--- src/rtl/alarm_pkg.sv ---
// alarm_pkg: state encoding, zone constants and delay helpers shared by the alarm controller.
package alarm_pkg;

    typedef enum logic [2:0] {
        S_DISARMED    = 3'd0,
        S_EXIT_DELAY  = 3'd1,
        S_ARMED       = 3'd2,
        S_ENTRY_DELAY = 3'd3,
        S_ALARM       = 3'd4
    } state_t;

    // Zone 0 is the door that starts the entry countdown; all others are instant.
    localparam int ZONE_ENTRY = 0;

    // A zero-length delay would never tick down, so it is stretched to one second.
    function automatic logic [7:0] sec_to_load(input int sec);
        return (sec <= 0) ? 8'd1 : 8'(sec);
    endfunction

    // States that run the one-second countdown.
    function automatic logic is_countdown(input state_t s);
        return (s == S_EXIT_DELAY) || (s == S_ENTRY_DELAY) || (s == S_ALARM);
    endfunction

    // States in which the system is considered armed and records tripped zones.
    function automatic logic is_guarding(input state_t s);
        return (s == S_ARMED) || (s == S_ENTRY_DELAY) || (s == S_ALARM);
    endfunction

endpackage

--- src/rtl/alarm_controller_tick_gen.sv ---
// tick_gen: 1 Hz strobe from the system clock, restartable so a countdown's first second is full length.
module tick_gen #(
    parameter int CLK_FREQ = 50_000_000
) (
    input  logic clk,
    input  logic rst,
    input  logic restart,
    output logic tick
);

    localparam int            CW   = (CLK_FREQ > 1) ? $clog2(CLK_FREQ) : 1;
    localparam logic [CW-1:0] LAST = CW'(CLK_FREQ - 1);

    logic [CW-1:0] r_count;
    logic          w_wrap;

    assign w_wrap = (r_count == LAST);
    assign tick   = w_wrap;

    // Count 0..CLK_FREQ-1; restart forces 0 on the same edge the controller enters a countdown.
    always_ff @(posedge clk) begin
        if (rst || restart) begin
            r_count <= '0;
        end else if (w_wrap) begin
            r_count <= '0;
        end else begin
            r_count <= r_count + CW'(1);
        end
    end

endmodule

--- src/rtl/alarm_controller.sv ---
// alarm_controller: keypad-armed intrusion alarm with exit/entry delays, lockout and timed siren.
module alarm_controller
    import alarm_pkg::*;
#(
    parameter int         CLK_FREQ  = 50_000_000,
    parameter int         EXIT_SEC  = 10,
    parameter int         ENTRY_SEC = 5,
    parameter int         ALARM_SEC = 60,
    parameter logic [3:0] USER_CODE = 4'b1010
) (
    input  logic       clk,
    input  logic       rst,
    input  logic [3:0] code,
    input  logic       enter,
    input  logic [3:0] sensor,
    output logic       aux,
    output logic       armed,
    output logic [2:0] state,
    output logic [3:0] zones,
    output logic [7:0] remaining
);

    localparam logic [7:0] EXIT_LOAD  = sec_to_load(EXIT_SEC);
    localparam logic [7:0] ENTRY_LOAD = sec_to_load(ENTRY_SEC);
    localparam logic [7:0] ALARM_LOAD = sec_to_load(ALARM_SEC);

    state_t     r_state;
    logic       r_aux;
    logic       r_armed;
    logic [3:0] r_zones;
    logic [7:0] r_remaining;
    logic [1:0] r_fails;

    logic       w_tick;
    logic       w_valid;
    logic       w_invalid;
    logic       w_lockout;
    logic       w_instant;
    logic       w_expire;
    state_t     w_next_state;
    logic       w_load;
    logic [7:0] w_load_val;

    assign w_valid   = enter && (code == USER_CODE);
    assign w_invalid = enter && (code != USER_CODE);
    assign w_lockout = w_invalid && (r_fails >= 2'd2);
    assign w_instant = |sensor[3:1];
    assign w_expire  = w_tick && (r_remaining == 8'd1);

    tick_gen #(
        .CLK_FREQ (CLK_FREQ)
    ) u_tick_gen (
        .clk     (clk),
        .rst     (rst),
        .restart (w_load),
        .tick    (w_tick)
    );

    // Next-state decision: valid code beats lockout, lockout beats sensors and timers.
    // NOTE: w_load must be known before the edge so the prescaler restarts on the same
    // edge that enters a countdown; that is why next-state lives in combinational logic.
    always_comb begin
        // NOTE: every output of this block gets a default first, so no path infers a latch.
        w_next_state = r_state;
        w_load       = 1'b0;
        if (w_valid) begin
            if (r_state == S_DISARMED) begin
                w_next_state = S_EXIT_DELAY;
                w_load       = 1'b1;
            end else begin
                w_next_state = S_DISARMED;
            end
        end else if (w_lockout) begin
            w_next_state = S_ALARM;
            w_load       = 1'b1;
        end else begin
            case (r_state)
                S_DISARMED:   ;
                S_EXIT_DELAY: if (w_expire) w_next_state = S_ARMED;
                S_ARMED: begin
                    if (w_instant) begin
                        w_next_state = S_ALARM;
                        w_load       = 1'b1;
                    end else if (sensor[ZONE_ENTRY]) begin
                        w_next_state = S_ENTRY_DELAY;
                        w_load       = 1'b1;
                    end
                end
                S_ENTRY_DELAY: begin
                    if (w_instant || w_expire) begin
                        w_next_state = S_ALARM;
                        w_load       = 1'b1;
                    end
                end
                S_ALARM:      if (w_expire) w_next_state = S_ARMED;
                default:      w_next_state = S_DISARMED;
            endcase
        end
    end

    // Countdown length for whichever delay state is being entered.
    always_comb begin
        case (w_next_state)
            S_EXIT_DELAY:  w_load_val = EXIT_LOAD;
            S_ENTRY_DELAY: w_load_val = ENTRY_LOAD;
            default:       w_load_val = ALARM_LOAD;
        endcase
    end

    // State, registered outputs, failure counter, zone latch and countdown.
    // NOTE: sequential state uses non-blocking assignments so every register sees pre-edge values.
    always_ff @(posedge clk) begin
        if (rst) begin
            r_state     <= S_DISARMED;
            r_aux       <= 1'b0;
            r_armed     <= 1'b0;
            r_zones     <= '0;
            r_remaining <= '0;
            r_fails     <= '0;
        end else begin
            r_state <= w_next_state;
            r_aux   <= (w_next_state == S_ALARM);
            r_armed <= is_guarding(w_next_state);

            if (w_valid) begin
                r_fails <= '0;
            end else if (w_invalid && (r_fails != 2'd3)) begin
                r_fails <= r_fails + 2'd1;
            end

            if (w_valid && (r_state != S_DISARMED)) begin
                r_zones <= '0;
            end else if (is_guarding(r_state)) begin
                r_zones <= r_zones | sensor;
            end

            if (w_load) begin
                r_remaining <= w_load_val;
            end else if (!is_countdown(w_next_state)) begin
                r_remaining <= '0;
            end else if (w_tick) begin
                r_remaining <= r_remaining - 8'd1;
            end
        end
    end

    assign aux       = r_aux;
    assign armed     = r_armed;
    assign state     = r_state;
    assign zones     = r_zones;
    assign remaining = r_remaining;

endmodule

--- config.mk ---
export PLATFORM = sky130hd
export DESIGN_NAME = alarm_controller
export DESIGN_NICKNAME = d
export VERILOG_FILES = /design/src/rtl/alarm_pkg.sv /design/src/rtl/alarm_controller_tick_gen.sv /design/src/rtl/alarm_controller.sv
export SDC_FILE = /design/constraint.sdc
export NUM_CORES = 1
export LEC_CHECK = 0
export CORE_UTILIZATION = 38
export CTS_CLUSTER_SIZE = 20
export DETAILED_ROUTE_END_ITERATION = 10
export GPL_TIMING_DRIVEN = 1
export HOLD_SLACK_MARGIN = 0.12
export PLACE_DENSITY = 0.65
export RECOVER_POWER = 25
export SKIP_CTS_REPAIR_TIMING = 1
export SLEW_MARGIN = 20
export SYNTH_ARGS = -nofsm -noshare
export SYNTH_HDL_FRONTEND = slang
export SYNTH_SLANG_ARGS = --single-unit
export TNS_END_PERCENT = 10
--- constraint.sdc ---
create_clock -name clk -period 8.4 [get_ports clk]
set_clock_uncertainty 0.05 [all_clocks]
set_input_delay 1.26 -clock clk [delete_from_list [all_inputs] [get_ports clk]]
set_output_delay 1.26 -clock clk [all_outputs]
set_load 0.05 [all_outputs]
==> metrics.txt <==
status completed; DRT Wirelength 4.716 mm; area fraction of the dominant cell type after synthesis roughly 40%; TritonCTS Buffers 5; Comb pwr share 17.4%; Core ar. approximately 5600 um^2; initial DRC count 137; placer congestion estimate 0.7352; commonest non-fill, non-tap cell in the layout dfxtp_1; placed cell count 365; #FFs+latches synth 45; RSZ-0062 raised after global routing false; fraction of layout instances using a drive strength above 1 5.316%; commonest cells after routing, fill and taps aside dfxtp_1, nor2_1, nand2_1; Clock Power Share 31.0%; crit path time final 3.803 ns; Seq pwr share 51.6%; fillers 590; CTS tree built; Net Count, Synth approximately 290; Synth Cell Area 2263 um^2; initial antenna violation count 0; top_reg_cell synth dfxtp_1; PortBufs 27; synth top area cells dfxtp_1, nor2_1, xor2_1; synthesized instance count roughly 270; period utilisation layout between 40% and 50%; CTS H-tree lvls 2; Vias/cell 5.268; LEAKAGE between 0.0009 and 0.001 uW; root buf cell clkbuf_8; worst slew pin tran 1.110 ns; Std-Cell Rows 27; largest net degree at the start of global routing 27; Synth Warn # 0; maximum vdd ir drop 0.09362 mV; WP data arrival slightly below 4 ns; pwr dens 164.7 nW/um^2; worst endpoint required time ~8.5 ns; WL/cell about 13 um; drc violations 0; # setup viols final 0; die footprint 6269 um^2; CTS Sinks 45; Fmax 0.2630 GHz; Overall Global Routing Usage about 16%; Finished Layout Cells 373; Pre-antenna DRT Iters 4; die width 79.18 um; fraction of registers with async set/reset 0%; Min Hold Slack 0.4165 ns; area delta synth->final 18.13%; sequential area share after synthesis 39.80%; leading area contributor after synthesis dfxtp_1; Antenna Cells 0; Rel. slew slack 25.30%; Setup TNS 0 ns; Post-DRT Antenna Nets 0; via count between 1,500 and 2,000; switching share of power 30.37%; Worst Setup End Kind flop; crit-path max FO 7; Longest Clk Path Bufs 2; sw power approximately 130 uW; Detailed Place HPWL around 3.5 mm; Post-synth EDFFs 0; Synth Area per Inst 8.352 um^2; Pins Over Slew Limit 0; critical path class reg -> reg; hold crit path type reg -> reg; global-route wire length before repair around 8.0 mm; worst-skew pair later-pin latency 0.31 ns; nets@finish about 320; final hold vios 0; Initial Util about two fifths; Int Power slightly above 300 uW; I/O Pins 28; Max-cap violations 0; Cell variety after synth 52; Startpoint Class flop; Congestion Overflow GR 0; vias in the first global route 1,823; Chip Height 79.18 um; Reg clk slew, reported paths 0.09 ns
## registers in the layout, summed over array words and instances, names as in the netlist
signal,cells
u_tick_gen.r_count,26
remaining,8
zones,4
state,3
r_fails,2
armed,1
aux,1
## metrics by stage
step	worst slack, ns	cell area (um^2)	power, uW	util, %
2_1_floorplan	5.525	2263	286.0	-
3_3_place_gp	4.518	2601	309.7	46.39
3_5_place_dp	4.520	2601	310.6	46.39
4_1_cts	4.850	2693	446.3	48.01
5_1_grt	4.379	2674	461.6	47.68
6_report	4.597	2674	440.3	47.68
## Yosys cell counts (4+ instances only)
cell type	n
nand2_1	31
nor3_1	11
or3_1	4
nand2b_1	4
and3_1	5
dfxtp_1	45
ha_1	5
inv_1	7
xor2_1	16
a21oi_1	14
nor2_1	41
xnor2_1	9
o21ai_0	5
and4_1	5
nand3_1	13
a211oi_1	4
## logic make-up after synthesis
logic type                 synth area share, %
DFF                                      39.80
AOI/OAI and AO/OA                        13.71
muxes                                   0.4423
adders and majority gates                2.764
xor gates and xnor gates                 9.674
buffers and inverters                    2.156
and+or+nand+nor                          31.45
## power by group through the flow
stage | registers [uW] | clock network, uW | logic [uW]
final | 227 | 137 | 76.5
after global routing | 229 | 149 | 84.0
after CTS | 227 | 141 | 78.4
after detailed placement | 232 | 0 | 78.3
after global placement | 232 | 0 | 77.4
after floorplan | 247 | 0 | 38.6
## critical path, cell delays in order, from the launching register on
cell     delay, ns
dfxtp_1       0.36
or4b_1        0.52
or4_1         0.52
nor4_1        0.96
mux2i_1       0.69
a21oi_2       0.23
a22oi_1       0.24
o32ai_1       0.10
## final cells by class
class	instances	area [um^2]	area share [%]
Clock buffer	5	68.82	2.574
Clock inverter	3	22.52	0.8423
Inverter	7	26.28	0.9827
Multi-Input combinational cell	214	1295	48.43
Sequential cell	45	900.9	33.69
Tap cell	72	90.09	3.369
Timing Repair Buffer	27	270.3	10.11
## metal layers
layer / GRT usage, % / vias up / wire (um)
met4: 6.545 / 0 / 53
met2: 26.81 / 25 / 2237
met3: 3.793 / 5 / 147
met1: 19.89 / 918 / 2278
met5: 0 / - / 0
li1: - / 1017 / -
## worst paths after layout
kind | start | endpoint | slack [ns] | cells past startpoint
setup / recovery | u_tick_gen.r_count[16]$_SDFF_PP0_ | remaining[4]$_SDFFE_PP0P_ | 4.60 | 7
setup reg to reg | u_tick_gen.r_count[16]$_SDFF_PP0_ | remaining[4]$_SDFFE_PP0P_ | 4.60 | 7
hold reg to reg | zones[1]$_SDFFE_PP0P_ | zones[1]$_SDFFE_PP0P_ | 0.42 | 2
hold / removal | zones[1]$_SDFFE_PP0P_ | zones[1]$_SDFFE_PP0P_ | 0.42 | 2
(Power assumes the default switching activity.)
